$ cat src/rtl/wb_mean_sched_if.sv
// Pixel-stream and mean-accumulator signals of the white-balance scheduler.
// Signal suffixes follow the scheduler's view; the slave modport is the scheduler side.
interface wb_mean_sched_if;
   logic       pix_valid_i;
   logic       pix_ready_o;
   logic [7:0] pix_value_i;
   logic       acc_rst_n_o;
   logic       acc_valid_o;
   logic [1:0] acc_color_o;
   logic [7:0] acc_value_o;
   logic       acc_last_o;
   logic [4:0] acc_size_o;
   logic       acc_finish_i;
   logic [7:0] acc_r_mean_i;
   logic [7:0] acc_g_mean_i;
   logic [7:0] acc_b_mean_i;

   modport slave (
      input  pix_valid_i, pix_value_i, acc_finish_i,
             acc_r_mean_i, acc_g_mean_i, acc_b_mean_i,
      output pix_ready_o, acc_rst_n_o, acc_valid_o, acc_color_o,
             acc_value_o, acc_last_o, acc_size_o
   );

   modport master (
      output pix_valid_i, pix_value_i, acc_finish_i,
             acc_r_mean_i, acc_g_mean_i, acc_b_mean_i,
      input  pix_ready_o, acc_rst_n_o, acc_valid_o, acc_color_o,
             acc_value_o, acc_last_o, acc_size_o
   );
endinterface

$ cat src/rtl/wb_mean_sched.sv
// Frame scheduler for the white-balance mean accumulator: tags RGGB pixels,
// drops Gb, drives clear/last/size, then derives G/R and G/B gains serially.
module wb_mean_sched #(
   parameter int TIMEOUT = 15,
   parameter int GAIN_W  = 10
) (
   input  logic              clk,
   input  logic              rst,
   input  logic              start_i,
   input  logic [3:0]        log2_w_i,
   input  logic [3:0]        log2_h_i,
   output logic              busy_o,
   wb_mean_sched_if.slave    bus,
   output logic [GAIN_W-1:0] r_gain_o,
   output logic [GAIN_W-1:0] b_gain_o,
   output logic              done_o,
   output logic              err_o
);
   localparam int TW = $clog2(TIMEOUT + 1);
   localparam logic [GAIN_W-1:0] GAIN_MAX = '1;
   localparam logic [GAIN_W-1:0] GAIN_ONE = GAIN_W'(256);

   typedef enum logic [2:0] {
      S_IDLE, S_CLR, S_STREAM, S_WAIT_FIN, S_DIV_R, S_DIV_B, S_DONE
   } state_t;

   state_t state_q, state_d;

   logic [3:0]        lw_q, lh_q, it_q;
   logic [11:0]       col_q, row_q;
   logic [TW-1:0]     wait_q;
   logic [7:0]        r_mean_q, g_mean_q, b_mean_q, rem_q;
   logic [15:0]       quo_q;
   logic [GAIN_W-1:0] r_res_q, r_gain_q, b_gain_q;
   logic              busy_q, pix_ready_q, acc_rst_n_q, acc_valid_q, acc_last_q;
   logic              done_q, err_q;
   logic [1:0]        acc_color_q;
   logic [7:0]        acc_value_q;
   logic [4:0]        acc_size_q;

   logic              dims_ok, xfer, is_gb, col_last, row_last, last_pos;
   logic              timeout_hit, err_d, fits, div_end;
   logic [11:0]       col_max, row_max;
   logic [7:0]        divisor, rem_next;
   logic [8:0]        trial;
   logic [15:0]       quo_next;
   logic [GAIN_W-1:0] quo_sat;

   assign dims_ok = (log2_w_i >= 4'd1) && (log2_w_i <= 4'd12) &&
                    (log2_h_i >= 4'd1) && (log2_h_i <= 4'd12) &&
                    (({1'b0, log2_w_i} + {1'b0, log2_h_i}) <= 5'd22);

   assign col_max  = ~(12'hFFF << lw_q);
   assign row_max  = ~(12'hFFF << lh_q);
   assign col_last = (col_q == col_max);
   assign row_last = (row_q == row_max);
   assign xfer     = pix_ready_q && bus.pix_valid_i;
   assign is_gb    = row_q[0] && !col_q[0];
   // Final R and Gr share row H-2 (cols W-2, W-1); final B is the frame's last pixel.
   assign last_pos = ((row_q == row_max - 12'd1) && (col_q >= col_max - 12'd1)) ||
                     (row_last && col_last);

   assign timeout_hit = (wait_q == TW'(TIMEOUT - 1));
   assign err_d = (state_q == S_IDLE && start_i && !dims_ok) ||
                  (state_q == S_WAIT_FIN && !bus.acc_finish_i && timeout_hit);

   // One restoring-division step per cycle; the dividend shifts out of quo_q as quotient bits shift in.
   assign divisor  = (state_q == S_DIV_B) ? b_mean_q : r_mean_q;
   assign trial    = {rem_q, quo_q[15]};
   assign fits     = (trial >= {1'b0, divisor});
   assign quo_next = {quo_q[14:0], fits};
   assign rem_next = fits ? 8'(trial - {1'b0, divisor}) : trial[7:0];
   assign div_end  = (divisor == 8'd0) || (it_q == 4'd15);
   assign quo_sat  = ((divisor == 8'd0) || (quo_next > 16'(GAIN_MAX))) ? GAIN_MAX
                                                                      : quo_next[GAIN_W-1:0];

   // NOTE: every signal written here gets a default first so no path infers a latch.
   always_comb begin
      state_d = state_q;
      unique case (state_q)
         S_IDLE:     if (start_i && dims_ok) state_d = S_CLR;
         S_CLR:      state_d = S_STREAM;
         S_STREAM:   if (xfer && row_last && col_last) state_d = S_WAIT_FIN;
         S_WAIT_FIN: if (bus.acc_finish_i) state_d = S_DIV_R;
                     else if (timeout_hit) state_d = S_IDLE;
         S_DIV_R:    if (div_end) state_d = S_DIV_B;
         S_DIV_B:    if (div_end) state_d = S_DONE;
         S_DONE:     state_d = S_IDLE;
         default:    state_d = S_IDLE;
      endcase
   end

   // NOTE: sequential state uses non-blocking assignments and resets asynchronously.
   always_ff @(posedge clk or posedge rst) begin
      if (rst) state_q <= S_IDLE;
      else     state_q <= state_d;
   end

   always_ff @(posedge clk or posedge rst) begin
      if (rst) begin
         lw_q <= '0; lh_q <= '0; it_q <= '0; col_q <= '0; row_q <= '0; wait_q <= '0;
         r_mean_q <= '0; g_mean_q <= '0; b_mean_q <= '0; rem_q <= '0; quo_q <= '0;
         r_res_q <= GAIN_ONE; r_gain_q <= GAIN_ONE; b_gain_q <= GAIN_ONE;
         busy_q <= 1'b0; pix_ready_q <= 1'b0; acc_rst_n_q <= 1'b0; acc_valid_q <= 1'b0;
         acc_last_q <= 1'b0; done_q <= 1'b0; err_q <= 1'b0;
         acc_color_q <= '0; acc_value_q <= '0; acc_size_q <= '0;
      end else begin
         busy_q      <= (state_d != S_IDLE);
         pix_ready_q <= (state_d == S_STREAM);
         acc_rst_n_q <= (state_d != S_CLR);
         done_q      <= (state_d == S_DONE);
         err_q       <= err_d;
         acc_valid_q <= xfer && !is_gb;
         acc_last_q  <= xfer && last_pos;
         if (xfer && !is_gb) begin
            acc_color_q <= row_q[0] ? 2'd2 : {1'b0, col_q[0]};
            acc_value_q <= bus.pix_value_i;
         end
         unique case (state_q)
            S_IDLE: if (start_i && dims_ok) begin
               lw_q       <= log2_w_i;
               lh_q       <= log2_h_i;
               acc_size_q <= {1'b0, log2_w_i} + {1'b0, log2_h_i} - 5'd2;
            end
            S_CLR: begin
               col_q  <= '0;
               row_q  <= '0;
               wait_q <= '0;
            end
            S_STREAM: if (xfer) begin
               col_q <= col_last ? 12'd0 : col_q + 12'd1;
               if (col_last) row_q <= row_q + 12'd1;
            end
            S_WAIT_FIN: begin
               wait_q <= wait_q + TW'(1);
               if (bus.acc_finish_i) begin
                  r_mean_q <= bus.acc_r_mean_i;
                  g_mean_q <= bus.acc_g_mean_i;
                  b_mean_q <= bus.acc_b_mean_i;
                  quo_q    <= {bus.acc_g_mean_i, 8'h00};
                  rem_q    <= '0;
                  it_q     <= '0;
               end
            end
            S_DIV_R, S_DIV_B: begin
               if (div_end) begin
                  quo_q <= {g_mean_q, 8'h00};
                  rem_q <= '0;
                  it_q  <= '0;
                  if (state_q == S_DIV_R) begin
                     r_res_q <= quo_sat;
                  end else begin
                     r_gain_q <= r_res_q;
                     b_gain_q <= quo_sat;
                  end
               end else begin
                  quo_q <= quo_next;
                  rem_q <= rem_next;
                  it_q  <= it_q + 4'd1;
               end
            end
            default: ;
         endcase
      end
   end

   assign busy_o          = busy_q;
   assign bus.pix_ready_o = pix_ready_q;
   assign bus.acc_rst_n_o = acc_rst_n_q;
   assign bus.acc_valid_o = acc_valid_q;
   assign bus.acc_color_o = acc_color_q;
   assign bus.acc_value_o = acc_value_q;
   assign bus.acc_last_o  = acc_last_q;
   assign bus.acc_size_o  = acc_size_q;
   assign r_gain_o        = r_gain_q;
   assign b_gain_o        = b_gain_q;
   assign done_o          = done_q;
   assign err_o           = err_q;
endmodule

$ cat src/flat_wrapper.sv
// flat-port wrapper written by rule: the top's interface ports become plain ports
module wb_mean_sched_flat 
#(
   parameter int TIMEOUT = 15,
   parameter int GAIN_W  = 10
)
  (clk, rst, start_i, log2_w_i, log2_h_i, busy_o, r_gain_o, b_gain_o, done_o, err_o, bus_pix_valid_i, bus_pix_value_i, bus_acc_finish_i, bus_acc_r_mean_i, bus_acc_g_mean_i, bus_acc_b_mean_i, bus_pix_ready_o, bus_acc_rst_n_o, bus_acc_valid_o, bus_acc_color_o, bus_acc_value_o, bus_acc_last_o, bus_acc_size_o);
  wb_mean_sched_if bus_i ();
  input  logic clk;
  input  logic rst;
  input  logic start_i;
  input  logic [3:0] log2_w_i;
  input  logic [3:0] log2_h_i;
  output logic busy_o;
  output logic [GAIN_W-1:0] r_gain_o;
  output logic [GAIN_W-1:0] b_gain_o;
  output logic done_o;
  output logic err_o;
  input wire logic [$bits(bus_i.pix_valid_i)-1:0] bus_pix_valid_i;
  input wire logic [$bits(bus_i.pix_value_i)-1:0] bus_pix_value_i;
  input wire logic [$bits(bus_i.acc_finish_i)-1:0] bus_acc_finish_i;
  input wire logic [$bits(bus_i.acc_r_mean_i)-1:0] bus_acc_r_mean_i;
  input wire logic [$bits(bus_i.acc_g_mean_i)-1:0] bus_acc_g_mean_i;
  input wire logic [$bits(bus_i.acc_b_mean_i)-1:0] bus_acc_b_mean_i;
  output wire logic [$bits(bus_i.pix_ready_o)-1:0] bus_pix_ready_o;
  output wire logic [$bits(bus_i.acc_rst_n_o)-1:0] bus_acc_rst_n_o;
  output wire logic [$bits(bus_i.acc_valid_o)-1:0] bus_acc_valid_o;
  output wire logic [$bits(bus_i.acc_color_o)-1:0] bus_acc_color_o;
  output wire logic [$bits(bus_i.acc_value_o)-1:0] bus_acc_value_o;
  output wire logic [$bits(bus_i.acc_last_o)-1:0] bus_acc_last_o;
  output wire logic [$bits(bus_i.acc_size_o)-1:0] bus_acc_size_o;
  assign bus_i.pix_valid_i = bus_pix_valid_i;
  assign bus_i.pix_value_i = bus_pix_value_i;
  assign bus_i.acc_finish_i = bus_acc_finish_i;
  assign bus_i.acc_r_mean_i = bus_acc_r_mean_i;
  assign bus_i.acc_g_mean_i = bus_acc_g_mean_i;
  assign bus_i.acc_b_mean_i = bus_acc_b_mean_i;
  assign bus_pix_ready_o = bus_i.pix_ready_o;
  assign bus_acc_rst_n_o = bus_i.acc_rst_n_o;
  assign bus_acc_valid_o = bus_i.acc_valid_o;
  assign bus_acc_color_o = bus_i.acc_color_o;
  assign bus_acc_value_o = bus_i.acc_value_o;
  assign bus_acc_last_o = bus_i.acc_last_o;
  assign bus_acc_size_o = bus_i.acc_size_o;
  wb_mean_sched #(.TIMEOUT(TIMEOUT), .GAIN_W(GAIN_W)) u_core (.clk(clk), .rst(rst), .start_i(start_i), .log2_w_i(log2_w_i), .log2_h_i(log2_h_i), .busy_o(busy_o), .bus(bus_i), .r_gain_o(r_gain_o), .b_gain_o(b_gain_o), .done_o(done_o), .err_o(err_o));
endmodule
$ cat config.mk
export PLATFORM = sky130hd
export DESIGN_NAME = wb_mean_sched_flat
export DESIGN_NICKNAME = d
export VERILOG_FILES = /design/src/rtl/wb_mean_sched_if.sv /design/src/rtl/wb_mean_sched.sv /design/src/flat_wrapper.sv
export SDC_FILE = /design/constraint.sdc
export NUM_CORES = 1
export LEC_CHECK = 0
export BUFFER_PORTS_ARGS = -buffer_cell sky130_fd_sc_hd__buf_2
export CAP_MARGIN = 40
export CORE_MARGIN = 2
export CORE_UTILIZATION = 45
export DETAILED_ROUTE_END_ITERATION = 8
export PLACE_DENSITY_LB_ADDON = 0.15
export SYNTH_ARGS = -nofsm -noshare
export SYNTH_HDL_FRONTEND = slang
export SYNTH_SLANG_ARGS = --single-unit
export TNS_END_PERCENT = 1
$ cat constraint.sdc
create_clock -name clk -period 9.33 [get_ports clk]
set_input_delay 1.866 -clock clk [delete_from_list [all_inputs] [get_ports clk]]
set_output_delay 1.866 -clock clk [all_outputs]
set_load 0.1 [all_outputs]
==> impl_summary.txt, run 1 <==
----------------------------------------------------
[STA]
  Total negative slack for setup checks ... 0 ps
  Hold Vio Cnt, Final ... 0
  Transition time of the tightest slew-check pin ... 843 ps
  Setup violations, final ... 0
  Final WS setup ... 4970 ps
  Worst hold slack ... 488 ps
  Clock Skew ... 17.5 ps
  Final worst path period need ... 4360 ps
  Highest Clock Rate ... 0.230 GHz
  Unrepaired setup endpoints after global routing ... false
  Period utilization ... 46.7%
  Worst slew margin ... 43.6%
  Max-slew violation total from the final report ... 0

[Layout]
  Post-route insts no fill ... 1095
  Area added between synthesis and finish ... 15.2%
  Post-layout net count ... 936
  Fraction of layout instances using a drive strength above 1 ... 23.0%
  Number of fillers in the final layout ... 1548

[Yosys]
  Ys async rst share ... 100%
  Top post-synthesis cells by area ... dfrtp_1 (44%), mux2_2 (7.1%), ha_1 (5.2%)
  Distinct cell type count after synthesis ... 79
  Top FF cell, synth ... dfrtp_1
  Most area-hungry cell type in the Yosys netlist ... dfrtp_1
  Commonest cells in the netlist ... dfrtp_1 (140), nor2_1 (82), a21oi_1 (61)
  Register area share after synthesis ... 45.2%
  Number of storage elements in the synthesis netlist ... 143
  Post-synthesis instance area ... 7920 sq um
  Post-synthesis area per instance ... 10.0 sq um
  Cells after synthesis ... 790
  Post-synthesis net count ... 870
  Yosys warning total ... 0
  Most frequently used cell type in the post-synthesis netlist ... dfrtp_1
  Number of synthesized flops with an enable pin ... 0
  Share of the synthesized area in the top cell type ... 44.2%

[Power and ir drop]
  Static leakage power ... 0.00444 uW
  Fraction of power consumed by the clock network ... 44.9%
  Part of the power in registers ... 44.4%
  Switching share of power ... 30.2%
  Net load switching power ... 451 uW
  Power density normalized to cell area ... 164 nW/um^2
  Internal Power ... 1040 uW
  Part of the power in combinational logic ... 10.8%
  Max VDD drop ... 0.140 mV

[Global route]
  Overall routing resource usage ... 21.0%
  Wire length of the first global-routing pass ... 30900 um
  Number of antenna violations at the first check in global routing ... 1
  Largest net degree at the start of global routing ... 74
  GRT overflow ... 0
  Via count of the first global-routing pass ... 6100

[Worst setup path]
  List of cells traversed by the critical path ... buf_2 > ha_1 > fa_1 > xor2_1 > ha_1 > o31ai_1 > a21oi_1 > or3_1 > o311ai_2 > or3_1
  Endpoint class of the critical path ... register
  Longest individual stage delay on the worst path ... 600 ps
  Worst Path Class, Setup ... input pin to register
  Data arrival time of the worst path ... 4660 ps
  Kind of start point of the critical path ... input pin
  Cell at the slowest stage of the critical path ... or3_1
  Worst endpoint required time ... 9630 ps
  Maximum net fanout on the critical path ... 18

[Clock tree]
  Post-CTS resize count ... 0
  Clock-pin slew on the worst setup and hold paths ... 60 ps
  Clk Tree Root Cell ... clkbuf_16
  Number of hold buffers added after CTS ... 0
  Post-CTS setup-driven buffer insertion count ... 0
  CTS tree ... yes
  Maximum clock insertion buffer count ... 2
  Cts bufs inserted ... 17
  Clock sink count ... 143
  Number of levels the H-tree was split into ... 4
  Latest clock arrival within the worst-skew pair ... 430 ps

[Run status]
  Status ... finished clean

[Route]
  Iter 0 DRT Violations ... 388
  Detailed-route wire length ... 18700 um
  Remaining antenna violation count after routing ... 0
  Vias per cell ... 5.72
  Number of DRC violations after detailed routing ... 0
  Average wire per cell in the routed design ... 17.1 um
  Overall via count from detail_route ... 6267
  TritonRoute pass-1 iters ... 7

[Floorplan]
  Die boundary width ... 137 um
  Floorplan die area ... 18700 sq um
  Rows ... 48
  Starting density of the core ... 46.0%
  Area of the core ... 17200 sq um
  Number of placed I/O pins ... 87
  Chip height ... 137 um

[Place]
  GP Congestion ... 0.841
  Placement-stage worst setup slack ... 4510 ps
  Count of buffers inserted at the top-level ports ... 86
  Cell count after placement ... 1062
  Hpwl dp ... 13400 um

[Job]
  Count of maximum capacitance violations ... 0

[Worst hold path]
  Path type of the worst min-delay path ... register to register

----------------------------------------------------
==> power groups by stage <==
stage / sequential, uW / combinational, uW / clock (uW)
floorplan: 708 / 84.7 / 0
global placement: 674 / 156 / 0
detailed placement: 674 / 162 / 0
CTS: 662 / 162 / 685
global route: 666 / 175 / 714
finish: 664 / 161 / 671
==> flip-flops by register name, summed over array words and instances, names as in the netlist, 3 cells and up <==
signal and cells:
u_core.b_gain_o 10, u_core.b_mean_q 8, u_core.bus.acc_size_o 5, u_core.bus.acc_value_o 8
u_core.col_q 12, u_core.g_mean_q 8, u_core.it_q 4, u_core.lh_q 4
u_core.lw_q 4, u_core.quo_q 16, u_core.r_gain_o 10, u_core.r_mean_q 8
u_core.r_res_q 10, u_core.rem_q 8, u_core.row_q 12, u_core.state_q 3
u_core.wait_q 4
==> cell families after synthesis <==
kind of cell    count (synthesis)  synth area share, %
compound gates                188                 15.4
xor+xnor                       32                 3.54
fa+ha+maj                      36                 5.84
buf+inv                        73                 3.92
flops                         143                 45.2
mux                            77                 10.6
simple gates                  241                 15.5
==> metrics by stage <==
step           total power [uW]  util, %  cell area, sq um
2_1_floorplan               793        -              7920
3_3_place_gp                829     49.2              8480
3_5_place_dp                836     49.5              8530
4_1_cts                    1510     52.9              9120
5_1_grt                    1550     52.9              9130
6_report                   1500     52.9              9130
==> critical path, delay by kind of cell <==
kind | cells | cell delay (ps)
fa+ha+maj | 3 | 850
xor+xnor | 1 | 280
compound gates | 3 | 570
simple gates | 2 | 960
buf+inv | 1 | 120
==> final cells by class <==
cell class	instances	area (sq um)	share of cell area, %
inverter	25	98.8	1.08
multi-input combinational	574	4050	44.3
clock inverter	15	168	1.84
tap	225	282	3.09
antenna	1	2.50	0.0274
timing repair buffer	95	522	5.72
sequential	143	3580	39.3
clock buffer	17	425	4.66
==> layer usage <==
metal | up-vias | part of all wire (%) | track usage [%]
met5 | - | 0 | 0
met4 | 0 | 1.2 | 5.90
met3 | 19 | 3.4 | 4.04
met2 | 129 | 50 | 35.0
met1 | 3104 | 45 | 28.0
li1 | 3015 | - | -
==> final timing paths <==
path	start	slack, ps	depth (start not counted)	to
min in group asynchronous	rst	1520	2	u_core.row_q[4]$_DFFE_PP0P_
setup reg to reg	u_core.state_q[0]$_DFF_PP0_	5480	7	u_core.busy_o$_DFF_PP0_
setup / recovery	log2_w_i[0]	4970	10	u_core.busy_o$_DFF_PP0_
hold reg to reg	u_core.wait_q[3]$_DFFE_PP0P_	490	1	u_core.wait_q[3]$_DFFE_PP0P_
max in group asynchronous	rst	6660	4	u_core.col_q[1]$_DFFE_PP0P_
hold / removal	u_core.wait_q[3]$_DFFE_PP0P_	490	1	u_core.wait_q[3]$_DFFE_PP0P_
==> cells in the final DEF (no fill, tap or decap), types with 21 or more instances in the layout <==
master	netlist	routed
nor2_1	82	82
nand3_1	23	23
dfrtp_1	140	140
buf_2	8	86
o21ai_0	31	31
a21oi_1	61	61
ha_1	33	33
mux2_2	50	50
nand2_1	45	45
inv_1	22	21
mux2i_1	24	24
Note: power is estimated with default switching activity, not from simulation.
==> inputs of run 2 (changes only) <==
==> constraint.sdc (replaced) <==
create_clock -name clk -period 4.25 [get_ports clk]
set_input_delay 0.85 -clock clk [delete_from_list [all_inputs] [get_ports clk]]
set_output_delay 0.85 -clock clk [all_outputs]
set_load 0.1 [all_outputs]
==> run 2 against run 1 <==
Effect of this change:
- clock power grew 130%
- routed wire length grew 1.3%
- power grew 120%
- critical path depth shrank 3
- clock skew shrank 5.9 ps
- non-clock buffer count grew 7
- cell count grew 0.73%
==> impl_summary.txt, run 2 (synthesized netlist as in run 1, its figures left out) <==
----------------------------------------------------
[Run status]
  Status ... finished clean

[Worst setup path]
  Maximum net fanout on the critical path ... 19
  Longest individual stage delay on the worst path ... 820 ps
  Cell at the slowest stage of the critical path ... nor4_1
  Data arrival time of the worst path ... 3850 ps
  Kind of start point of the critical path ... register
  Endpoint class of the critical path ... register
  Worst endpoint required time ... 4590 ps
  Worst Path Class, Setup ... register to register
  List of cells traversed by the critical path ... nor4_1 > ha_1 > a221o_1 > nor3_4 > nand2_2 > or4_1 > a21oi_1

[Place]
  Count of buffers inserted at the top-level ports ... 86
  Cell count after placement ... 1069
  GP Congestion ... 0.846
  Placement-stage worst setup slack ... 581 ps
  Hpwl dp ... 13600 um
  Cell area after placement ... 8580 sq um

[STA]
  Setup violations, final ... 0
  Final worst path period need ... 3510 ps
  Worst slew margin ... 38.2%
  Transition time of the tightest slew-check pin ... 923 ps
  Unrepaired setup endpoints after global routing ... false
  Final WS setup ... 742 ps
  Total negative slack for setup checks ... 0 ps
  Period utilization ... 82.6%
  Clock Skew ... 11.7 ps
  Max-slew violation total from the final report ... 0
  Hold Vio Cnt, Final ... 0
  Highest Clock Rate ... 0.285 GHz

[Route]
  Overall via count from detail_route ... 6282
  TritonRoute pass-1 iters ... 5
  Detailed-route wire length ... 19000 um
  Average wire per cell in the routed design ... 17.2 um
  Remaining antenna violation count after routing ... 0
  Vias per cell ... 5.70
  Iter 0 DRT Violations ... 292
  Number of DRC violations after detailed routing ... 0

[Clock tree]
  Post-CTS setup-driven buffer insertion count ... 0
  Number of levels the H-tree was split into ... 4
  Clock sink count ... 143
  Maximum clock insertion buffer count ... 2
  Clock-pin slew on the worst setup and hold paths ... 70 ps
  Clk Tree Root Cell ... clkbuf_16
  CTS tree ... yes
  Number of hold buffers added after CTS ... 0
  Post-CTS resize count ... 0
  Latest clock arrival within the worst-skew pair ... 420 ps
  Cts bufs inserted ... 17

[Layout]
  Post-layout instance area ... 9200 sq um
  Final cell utilization of the core ... 53.3%
  Most flops, register ... u_core.quo_q
  Number of fillers in the final layout ... 1526
  Most common cell after layout, fill and taps aside ... dfrtp_1
  Flip-flop and latch area ... 3580 sq um
  Multi-input gate area ... 4050 sq um
  Largest register FFs ... 16
  Registers with the most flip-flops ... u_core.quo_q: 16 flops, u_core.col_q: 12 flops, u_core.row_q: 12 flops
  Post-route insts no fill ... 1103
  Fraction of layout instances using a drive strength above 1 ... 23.6%
  Area added between synthesis and finish ... 16.0%
  Post-layout net count ... 943
  Most used cells in the layout excluding fill and tap cells ... dfrtp_1 (140), buf_2 (86), nor2_1 (82), a21oi_1 (61), mux2_2 (50)

[Worst hold path]
  Path type of the worst min-delay path ... input pin to async pin

[Power and ir drop]
  Static leakage power ... 0.00449 uW
  Power density normalized to cell area ... 361 nW/um^2
  Max VDD drop ... 0.328 mV

[Floorplan]
  Starting density of the core ... 46.0%
  Floorplan die area ... 18700 sq um
  Area of the core ... 17200 sq um
  Rows ... 48
  Die boundary width ... 137 um
  Chip height ... 137 um
  Number of placed I/O pins ... 87

[Job]
  Count of maximum capacitance violations ... 0

[Global route]
  GRT overflow ... 0
  Wire length of the first global-routing pass ... 31600 um
  Largest net degree at the start of global routing ... 65
  Via count of the first global-routing pass ... 6231
  Number of antenna violations at the first check in global routing ... 2
  Overall routing resource usage ... 21.4%

----------------------------------------------------
## run 2: cell count changes in the layout (fill, tap and decap cells not counted)
cell        delta
inv_6          -3
clkinvlp_4     -2
inv_12         +1
diode_2        +1
buf_4          +7
clkinv_4       +2
inv_8          +2
## run 2: final cells by class
type | instances | share of cell area [%]
clock buffer | 17 | 4.63
timing repair buffer | 102 | 6.25
clock inverter | 15 | 2.00
antenna | 2 | 0.0544
multi-input combinational | 574 | 44.0
inverter | 25 | 1.06
tap | 225 | 3.06
sequential | 143 | 39.0
## run 2: routing by layer
metal | vias to the layer above | global-route usage, % | part of all wire (%)
met2 | 135 | 35.6 | 50
met4 | 0 | 8.33 | 1.9
met1 | 3086 | 27.9 | 44
li1 | 3031 | - | -
met5 | - | 0 | 0
met3 | 30 | 3.78 | 3.5
## run 2: final timing paths
check                                                startpoint                                   end  slack [ps]  cells past startpoint
min reg2reg                u_core.bus.acc_size_o[2]$_DFFE_PP0P_  u_core.bus.acc_size_o[2]$_DFFE_PP0P_         480                      2
max in group asynchronous                                   rst        u_core.r_gain_o[0]$_DFFE_PP0P_        3060                      3
min                                                         rst        u_core.b_mean_q[0]$_DFFE_PP0P_         470                      3
max reg2reg                          u_core.lw_q[2]$_DFFE_PP0P_           u_core.row_q[7]$_DFFE_PP0P_         740                      7
max                                  u_core.lw_q[2]$_DFFE_PP0P_           u_core.row_q[7]$_DFFE_PP0P_         740                      7
min in group clk           u_core.bus.acc_size_o[2]$_DFFE_PP0P_  u_core.bus.acc_size_o[2]$_DFFE_PP0P_         480                      2
## run 2: through the flow
step | hold slack, ps | total power, uW
after floorplan | 450 | 1740
after global placement | 467 | 1820
after detailed placement | 469 | 1830
after CTS | 462 | 3350
after global routing | 484 | 3460
final | 472 | 3320
## run 2: worst max-delay path, delay by kind of cell, from the launching register on
kind            cells  cell delay (ps)
fa+ha+maj           1              400
simple gates        4             1960
compound gates      2              480
flops               1              600
## run 2: power breakdown
part / internal, uW / switching (uW)
clock network: 803 / 707
registers: 1400 / 59.9
logic: 111 / 244
total: 2310 / 1010
